[config.mk]
export PLATFORM = sky130hd
export DESIGN_NAME = pc_sequencer
export DESIGN_NICKNAME = d
export VERILOG_FILES = /design/src/rtl/pc_sequencer_pkg.sv /design/src/rtl/pc_sequencer_target_sel.sv /design/src/rtl/pc_sequencer.sv
export SDC_FILE = /design/constraint.sdc
export NUM_CORES = 1
export LEC_CHECK = 0
export CAP_MARGIN = 20
export CELL_PAD_IN_SITES_DETAIL_PLACEMENT = 0
export CELL_PAD_IN_SITES_GLOBAL_PLACEMENT = 1
export CORE_ASPECT_RATIO = 0.5
export CORE_MARGIN = 2
export CORE_UTILIZATION = 33
export DETAILED_ROUTE_END_ITERATION = 8
export GPL_TIMING_DRIVEN = 0
export HOLD_SLACK_MARGIN = 0.05
export PLACE_DENSITY = 0.84
export SLEW_MARGIN = 20
export SYNTH_ARGS = -nofsm -noshare
export SYNTH_HDL_FRONTEND = slang
export SYNTH_SLANG_ARGS = --single-unit
[constraint.sdc]
create_clock -name clk -period 3.5 [get_ports clk]
set_input_delay 0.35 -clock clk [delete_from_list [all_inputs] [get_ports clk]]
set_output_delay 0.35 -clock clk [all_outputs]
set_load 0.005 [all_outputs]
[src/rtl/pc_sequencer_pkg.sv]
// Shared definitions for the PC stage: state and redirect-select encodings,
// default reset vector, sequential increment and the immediate sign extender.
package pc_sequencer_pkg;

  typedef enum logic [1:0] {
    S_BOOT = 2'd0,
    S_RUN  = 2'd1,
    S_HOLD = 2'd2
  } state_e;

  typedef enum logic [1:0] {
    SEL_SEQ = 2'd0,
    SEL_BR  = 2'd1,
    SEL_J   = 2'd2,
    SEL_JR  = 2'd3
  } sel_e;

  localparam logic [31:0] PC_INCR              = 32'd4;
  localparam logic [31:0] DEFAULT_RESET_VECTOR = 32'h0000_0000;

  function automatic logic [31:0] sign_ext16(input logic [15:0] v);
    return {{16{v[15]}}, v};
  endfunction

endpackage

[src/rtl/pc_sequencer_target_sel.sv]
// Next-PC candidates (seq/branch/jump/register-jump) and the fixed
// jr > jump > branch > seq priority; purely combinational.
module pc_target_sel
  import pc_sequencer_pkg::*;
(
  input  logic [31:0] pc_i,
  input  logic        branch_taken_i,
  input  logic [15:0] branch_imm_i,
  input  logic        jump_i,
  input  logic [25:0] jump_index_i,
  input  logic        jr_i,
  input  logic [31:0] jr_target_i,
  output logic [31:0] pc_plus4_o,
  output logic [31:0] next_pc_o,
  output logic        redirect_o,
  output logic        misaligned_o
);

  logic [31:0] seq_pc, br_pc, j_pc, jr_pc;
  sel_e        sel;

  assign seq_pc = pc_i + PC_INCR;
  assign br_pc  = seq_pc + (sign_ext16(branch_imm_i) << 2);
  assign j_pc   = {seq_pc[31:28], jump_index_i, 2'b00};
  // Misaligned register targets are forced onto a word boundary.
  assign jr_pc  = {jr_target_i[31:2], 2'b00};

  always_comb begin
    sel = SEL_SEQ;
    if (jr_i)                sel = SEL_JR;
    else if (jump_i)         sel = SEL_J;
    else if (branch_taken_i) sel = SEL_BR;
  end

  always_comb begin
    next_pc_o = seq_pc;
    unique case (sel)
      SEL_BR:  next_pc_o = br_pc;
      SEL_J:   next_pc_o = j_pc;
      SEL_JR:  next_pc_o = jr_pc;
      default: next_pc_o = seq_pc;
    endcase
  end

  assign pc_plus4_o   = seq_pc;
  assign redirect_o   = (sel != SEL_SEQ);
  assign misaligned_o = jr_i & (jr_target_i[1:0] != 2'b00);

endmodule

[src/rtl/pc_sequencer.sv]
// PC register with imem valid/ready handshake; redirects seen while fetch is
// blocked are latched once and applied when the block clears.
//   state  | meaning
//   S_BOOT | first cycle after reset, no fetch request
//   S_RUN  | fetching, pc advances on accepted cycles
//   S_HOLD | blocked with a latched redirect waiting to be applied
module pc_sequencer
  import pc_sequencer_pkg::*;
#(
  parameter logic [31:0] RESET_VECTOR = DEFAULT_RESET_VECTOR
) (
  input  logic        clk,
  input  logic        reset,
  input  logic        stall,
  input  logic        imem_ready,
  input  logic        branch_taken,
  input  logic [15:0] branch_imm,
  input  logic        jump,
  input  logic [25:0] jump_index,
  input  logic        jr,
  input  logic [31:0] jr_target,
  output logic [31:0] pc,
  output logic        pc_valid,
  output logic [31:0] pc_plus4,
  output logic        redirect_pending,
  output logic        addr_err
);

  state_e      state_q, state_d;
  logic [31:0] pc_q, pc_d;
  logic [31:0] tgt_q, tgt_d;
  logic [31:0] next_pc;
  logic        redirect, misaligned, accept;

  pc_target_sel u_target_sel (
    .pc_i           (pc_q),
    .branch_taken_i (branch_taken),
    .branch_imm_i   (branch_imm),
    .jump_i         (jump),
    .jump_index_i   (jump_index),
    .jr_i           (jr),
    .jr_target_i    (jr_target),
    .pc_plus4_o     (pc_plus4),
    .next_pc_o      (next_pc),
    .redirect_o     (redirect),
    .misaligned_o   (misaligned)
  );

  // A stall overrides a ready memory.
  assign accept = imem_ready & ~stall;

  always_ff @(posedge clk) begin
    if (reset) begin
      state_q <= S_BOOT;
      pc_q    <= RESET_VECTOR;
      tgt_q   <= RESET_VECTOR;
    end else begin
      state_q <= state_d;
      pc_q    <= pc_d;
      tgt_q   <= tgt_d;
    end
  end

  always_comb begin
    state_d  = state_q;
    pc_d     = pc_q;
    tgt_d    = tgt_q;
    pc_valid = 1'b0;
    addr_err = 1'b0;
    unique case (state_q)
      S_BOOT: state_d = S_RUN;
      S_RUN: begin
        pc_valid = 1'b1;
        addr_err = misaligned & ~reset;
        if (accept) begin
          pc_d = next_pc;
        end else if (redirect) begin
          tgt_d   = next_pc;
          state_d = S_HOLD;
        end
      end
      S_HOLD: begin
        pc_valid = 1'b1;
        if (accept) begin
          pc_d    = tgt_q;
          state_d = S_RUN;
        end
      end
      default: state_d = S_BOOT;
    endcase
  end

  assign pc               = pc_q;
  assign redirect_pending = (state_q == S_HOLD);

endmodule

==> results.md, run 1 <==
- Status: finished clean
- Fmax: 291 MHz
- CTS Buffer Depth: 2
- Sum Neg Setup Slack: 0 ps
- Data required, critical path: 3730 ps
- Post-layout min period: 3430 ps
- Crit share post-route: 98.0%
- Prevailing post-synth register cell: dfxtp_1
- CTS sink count: 66
- Final wirelength: 26200 um
- RR Startpoint: pc[3]
- Filler cell count: 1648
- Drt pass-1 iters: 8
- Hold slack: 454 ps
- Ant. Diodes: 0
- Arr. time, crit path: 3660 ps
- Clk pwr share: 27.8%
- Worst-margin pin slew: 1340 ps
- CTS Buf Count: 9
- Layout Skew: 7.13 ps
- Max_slew headroom: 10.3%
- Routed vias: 7130
- Cell variety after synth: 81
- Share of total power in sequential cells: 30.7%
- Root buf cell: clkbuf_16
- Setup crit end: tgt_q[26]
- Crit end category: flop
- LEAKAGE: 0.00361 uW
- Pwr dens: 324 nW/um2
- Ys Warns: 0
- Internal power: 1890 uW
- Post-Syn Area per Cell: 7.35 um2
- Net Count, Synth: 919
- IO Port Bufs: 146
- Worst reg-to-reg setup slack: 70 ps
- CTS Hold Buffers Added: 0
- Worst path cell trace: ha_4 -> nand3_2 -> xnor2_2 -> ha_1 -> buf_6 -> a21o_1 -> a21oi_2 -> a21oi_4 -> a211oi_4 -> o31ai_4 -> a311oi_2 -> xor2_1 -> o221ai_2 -> o21ba_1
- Slew Limit Fails: 0
- Largest net degree at the start of global routing: 17
- Max-cap violations: 0
- Worst-path clk slew: 60 ps
- Instance count on the critical path: 14
- Vias in the first global route: 6607
- Sequential area share after synthesis: 22.5%
- Synthesized flop and latch total: 66
- Clock H-tree levels: 3
- Final Hold Vio Count: 0
- Die boundary width: 193 um
- Number of flops mapped to enable cells by yosys: 0
- Gate Count Post-Synth: 800
- Die Y: 98.4 um
- Worst Setup Start Kind: flop
- Worst hold path class: reg -> reg
- WS Path Type: reg -> reg
- Combinational share of power: 41.5%
- CP max FO: 7
- Fraction of layout cells with a size suffix above 1: 22.1%
- Avg Vias per Cell: 5.72
- I/O pin cnt: 148
- CORE AREA: 17400 um2
- Peak VDD IR: 0.000254 V
- Gr usage total: 26.9%
- Slowest cell delay on critical path: 410 ps
- Layout area overhead: 56.4%
- # setup viols final: 0
- Global-route wire length before repair: 38900 um
- Nets: 1128
- Crit path from: pc[3]
- CP max stage cell: dfxtp_4
- Netlist Area Pre-Place: 5880 um2
- GRT overflow: 0
- Critical path's top delay family: compound AO/OA/AOI/OAI gates
- RSZ-0062 raised after global routing: yes
- Remaining DRCs: 0
- DPL Wire Length: 19800 um
- Switching pwr: 1100 uW
- Post-route ant nets: 0
- Die area: 19000 um2
- Initial detailed-routing violation count: 605
- R2R cell count: 14
- Critical path buffer and inverter count: 1
- Reg2reg end: tgt_q[26]
- # rows: 34
- Async S/R FF share, synth: 0%
- Switching share of power: 36.7%
- GPL Wtd Cong: 0.944
- Initial Util: 33.8%
- CTS tree: built
- Initial antenna violation count: 0
- Worst-skew pair later-pin latency: 330 ps
- WL/cell: 21.0 um
routing by layer:
metal  up-vias  GRT usage (%)  share of wire (%)
met5         -              0                  0
met4         0           4.70                1.2
met1      3460           40.1                 47
met3        24           4.06                7.4
li1       3340              -                  -
met2       306           41.0                 45
cell families after synthesis:
family | after synthesis | synth area share, %
multiplexers | 4 | 0.681
flip-flops | 66 | 22.5
AO/OA/AOI/OAI | 276 | 31.9
AND/OR/NAND/NOR | 298 | 23.6
XOR/XNOR | 50 | 8.40
buffers and inverters | 68 | 4.70
adder cells (fa/ha/maj) | 38 | 8.21
worst min-delay path by stage:
stage | start | end | slack [ps] | depth (start not counted)
after detailed placement | tgt_q[1] | tgt_q[1] | 450 | 2
after floorplan | tgt_q[19] | tgt_q[19] | 430 | 2
final | tgt_q[19] | tgt_q[19] | 450 | 2
after global placement | tgt_q[19] | tgt_q[19] | 440 | 2
after global routing | tgt_q[0] | tgt_q[0] | 480 | 2
after CTS | tgt_q[1] | tgt_q[1] | 450 | 2
cell type report:
cell class	count	area, um2	share of cell area [%]
tap	234	293	3.18
inverter	14	52.6	0.571
buffer	46	196	2.14
timing repair buffer	206	1930	20.9
multi-input combinational	666	5090	55.3
clock inverter	5	31.3	0.340
clock buffer	10	239	2.60
sequential	66	1370	14.9
timing repair:
action / CTS / global route
setup endpoints to repair: 41 / 28
hold endpoints to repair: 0 / 0
resized for setup: 86 / 80
buffers inserted: 33 / 27
pin swaps: 31 / 51
power by group through the flow:
| stage | Clock [uW] | Sequential [uW] | Combinational (uW) |
|---|---|---|---|
| global route | 876 | 926 | 1330 |
| floorplan | 0 | 905 | 606 |
| detailed placement | 0 | 925 | 1030 |
| global placement | 0 | 923 | 1020 |
| finish | 830 | 915 | 1240 |
| CTS | 830 | 909 | 1120 |
layout by cell type (no fill, tap or decap), types with 16 or more instances in the layout:
master	instances
nand3_1	20
xnor2_2	16
ha_4	16
a21oi_1	62
nand2_1	101
dfxtp_1	49
o21ai_0	53
a21o_1	20
nor2_1	83
ha_1	19
clkdlybuf4s50_1	145
buf_4	60
clkbuf_1	33
worst reg2reg max path, stage by stage (launching register included):
cell      delay, ps
dfxtp_4         410
ha_4            190
nand3_2         100
xnor2_2         270
ha_1            290
buf_6           140
a21o_1          190
a21oi_2         210
a21oi_4         120
a211oi_4        380
o31ai_4         150
a311oi_2        310
xor2_1          210
o221ai_2        170
o21ba_1         200
stage by stage:
step | instance area (um2) | power [uW] | std cells | util, % | setup WS (ps)
after floorplan | 5890 | 1510 | 800 | - | 1.62
after global placement | 7640 | 1950 | 1180 | 43.9 | -936
after detailed placement | 7640 | 1960 | 1180 | 43.9 | -925
after CTS | 8530 | 2850 | 1222 | 49.0 | -12.8
after global routing | 9200 | 3130 | 1247 | 52.9 | -41.0
final | 9200 | 2980 | 1247 | 52.9 | 69.3
sequential cells by signal, summed over array words and instances (netlist names):
signal,flops
pc,32
tgt_q,32
state_q,2
Yosys cell counts (all sizes together), types with 7 or more instances:
master	number	share of area, %
a211oi	20	3.0
a21o	20	2.6
a21oi	71	6.2
a221oi	7	1.0
a31oi	11	1.2
and3	13	1.4
buf	13	1.2
clkbuf	41	2.6
dfxtp	66	22
ha	37	7.9
inv	11	0.70
nand2	106	6.9
nand2b	10	1.1
nand3	28	2.4
nand4	14	1.7
nor2	89	5.8
nor3	12	1.0
o211ai	8	1.1
o21ai	69	5.9
o221ai	8	1.3
o22ai	8	0.85
xnor2	31	5.1
xor2	19	3.3
Power figures use the tool's default switching activity.
==> run 2, diff against run 1 <==
--- a/config.mk
+++ b/config.mk
@@ -10,11 +10,11 @@
 export CELL_PAD_IN_SITES_GLOBAL_PLACEMENT = 1
 export CORE_ASPECT_RATIO = 0.5
 export CORE_MARGIN = 2
-export CORE_UTILIZATION = 33
+export CORE_UTILIZATION = 36
 export DETAILED_ROUTE_END_ITERATION = 8
 export GPL_TIMING_DRIVEN = 0
 export HOLD_SLACK_MARGIN = 0.05
-export PLACE_DENSITY = 0.84
+export PLACE_DENSITY = 0.87
 export SLEW_MARGIN = 20
 export SYNTH_ARGS = -nofsm -noshare
 export SYNTH_HDL_FRONTEND = slang
==> constraint.sdc (replaced) <==
create_clock -name clk -period 3.6 [get_ports clk]
set_input_delay 0.36 -clock clk [delete_from_list [all_inputs] [get_ports clk]]
set_output_delay 0.36 -clock clk [all_outputs]
set_load 0.005 [all_outputs]
==> run 2 against run 1 <==
  * Sequential power down 2.7%
  * Flip-flop and latch count unchanged
  * Combinational power down 5%
  * Core utilization up 4.1 points
  * Critical path depth up 2
  * Clock skew up 0.52 ps
  * Non-clock buffer count down 7
  * Cell area down 2.8%
  * Worst hold slack better by 4.2 ps
  * Fmax down 4.4%
  * Register-to-register slack worse by 60 ps
  * Sequential share of layout area up 0.41 points
  * Critical endpoint is now pc[30]
  * Highest routed layer unchanged
==> results.md, run 2 (same netlist as run 1, synthesis figures left out) <==
- GPL Wtd Cong: 0.953 (+0.93%)
- Final Util: 57.0% (+4.1 points)
- Vias in the first global route: 6459 (-2.2%)
- Final Hold Vio Count: 0 (unchanged)
- CP max FO: 5 (-2)
- Initial Util: 37.5% (+3.7 points)
- Die Y: 94.4 um (-4.1%)
- LEAKAGE: 0.00352 uW (-2.4%)
- Die area: 17400 um2 (-8.1%)
- Post-layout min period: 3590 ps (+158 ps)
- Slowest cell delay on critical path: 450 ps (+40 ps)
- Ant. Diodes: 0 (unchanged)
- R2R cell count: 16 (+2)
- Status: finished clean
- Avg Vias per Cell: 5.82 (+1.8%)
- Fmax: 279 MHz (-4.4%)
- Placed Cells incl. Taps: 1167 (-1.1%)
- Worst hold path class: reg -> reg
- Final std cells w/o fill: 1228 (-1.5%)
- CTS Buf Count: 9 (unchanged)
- Max_slew headroom: 18.0% (+7.7 points)
- Pwr dens: 325 nW/um2 (+0.16%)
- Initial detailed-routing violation count: 718 (+19%)
- Root buf cell: clkbuf_16
- Drt pass-1 iters: 6 (-2)
- Pwr Total: 2900 uW (-2.6%)
- Layout Skew: 7.64 ps (+0.518 ps)
- Crit end category: flop
- Commonest cells after routing, fill and taps aside: 145 x clkdlybuf4s50_1, 101 x nand2_1, 85 x nor2_1, 60 x a21oi_1, 54 x o21ai_0
- Data required, critical path: 3790 ps (+60 ps)
- Final wirelength: 25700 um (-1.9%)
- CTS tree: built
- Place WS: -833 ps (+92.5 ps)
- Max-cap violations: 0 (unchanged)
- Setup ws final: 11.5 ps (-57.8 ps)
- Arr. time, crit path: 3780 ps (+120 ps)
- Slew Limit Fails: 0 (unchanged)
- Routed vias: 7148 (+0.25%)
- CORE AREA: 15700 um2 (-9.8%)
- Largest net degree at the start of global routing: 17 (unchanged)
- GRT overflow: 0 (unchanged)
- WL/cell: 20.9 um (-0.33%)
- I/O pin cnt: 148 (unchanged)
- Peak VDD IR: 0.000236 V (-7.1%)
- # rows: 32 (-5.9%)
- Fraction of layout cells with a size suffix above 1: 20.6% (-1.6 points)
- IO Port Bufs: 146 (unchanged)
- RSZ-0062 raised after global routing: yes
- Worst-path clk slew: 60 ps (about the same)
- WS Path Type: reg -> reg
- Global-route wire length before repair: 37500 um (-3.7%)
- Worst-margin pin slew: 1230 ps (-113 ps)
- Worst-skew pair later-pin latency: 340 ps (about the same)
- CP max stage cell: o41a_1
- Gr usage total: 28.5% (+1.6 points)
- Post-route ant nets: 0 (unchanged)
- Hold Crit Depth: 2 (unchanged)
- Commonest non-fill, non-tap cell in the layout: clkdlybuf4s50_1
- Remaining DRCs: 0 (unchanged)
- Nets: 1121 (-0.62%)
- # setup viols final: 0 (unchanged)
- Initial antenna violation count: 0 (unchanged)
- Crit share post-route: 99.7% (+1.7 points)
- Instance count on the critical path: 16 (+2)
- CTS sink count: 66 (unchanged)
- DPL Wire Length: 19500 um (-1.5%)
- CTS Buffer Depth: 2 (unchanged)
- Worst Setup Start Kind: flop
- Die boundary width: 185 um (-4.2%)
- Critical path buffer and inverter count: 1 (unchanged)
- Filler cell count: 1476 (-10%)
- Worst path cell trace: and4_1 -> and3_1 -> and3_4 -> nand3_2 -> xnor2_2 -> ha_1 -> buf_6 -> nand2_4 -> o21ai_4 -> nor4_2 -> o41a_1 -> nand3_1 -> a31oi_1 -> a41o_1 -> o31ai_4 -> a211oi_2
- Layout area overhead: 52.0%
- Critical path's top delay family: compound AO/OA/AOI/OAI gates
- Clock H-tree levels: 3 (unchanged)
## run 2: metal layers
layer / wire (um) / global-route usage [%] / vias to the layer above / part of all wire [%]
met5: 0 / 0 / - / 0
met4: 464 / 7.08 / 0 / 1.8
met3: 2170 / 4.70 / 38 / 8.4
met2: 11200 / 43.2 / 359 / 44
met1: 11900 / 41.9 / 3415 / 46
li1: - / - / 3336 / -
## run 2: final cells by class
| cell class | count | area (um2) | area share [%] |
|---|---|---|---|
| Multi-Input combinational cell | 666 | 4890 | 54.7 |
| Inverter | 14 | 52.6 | 0.588 |
| Timing Repair Buffer | 198 | 1860 | 20.8 |
| Tap cell | 221 | 277 | 3.09 |
| Sequential cell | 66 | 1370 | 15.3 |
| Clock inverter | 6 | 41.3 | 0.462 |
| Clock buffer | 10 | 239 | 2.67 |
| Buffer | 47 | 208 | 2.32 |
## run 2: what timing repair did
item                       CTS  global route
hold endpoints to repair     0             0
hold buffers                 0             0
pin swaps                   22            42
setup endpoints to repair   38            30
setup buffers               22            30
resized for setup           74            68
## run 2: path summary, 6_finish.rpt
kind	endpoint	slack (ps)	start
worst max-delay path	pc[30]	10	pc[18]
worst min-delay path	tgt_q[0]	460	tgt_q[0]
worst max register to register	pc[30]	10	pc[18]
worst min register to register	tgt_q[0]	460	tgt_q[0]
## run 2: stage by stage
| stage | area (um2) | hold WS (ps) | TNS [ps] |
|---|---|---|---|
| final | 8940 | 458 | 0 |
| after floorplan | 5880 | 427 | 0 |
| after global routing | 8940 | 473 | -600 |
| after CTS | 8390 | 457 | 0 |
| after global placement | 7620 | 437 | -18470 |
| after detailed placement | 7620 | 449 | -18850 |
## run 2: power by group
group          switching, uW  leakage [uW]  internal (uW)
sequential              79.6      0.000549            810
clock                    347      0.000131            484
combinational            652       0.00284            530
total                   1080       0.00352           1820
## run 2: worst reg2reg max path, delay by kind of cell (launching register included)
| family | cells | cell delay [ps] |
|---|---|---|
| flip-flops | 1 | 430 |
| buffers and inverters | 1 | 120 |
| AND/OR/NAND/NOR | 7 | 1130 |
| XOR/XNOR | 1 | 190 |
| adder cells (fa/ha/maj) | 1 | 310 |
| AO/OA/AOI/OAI | 6 | 1280 |
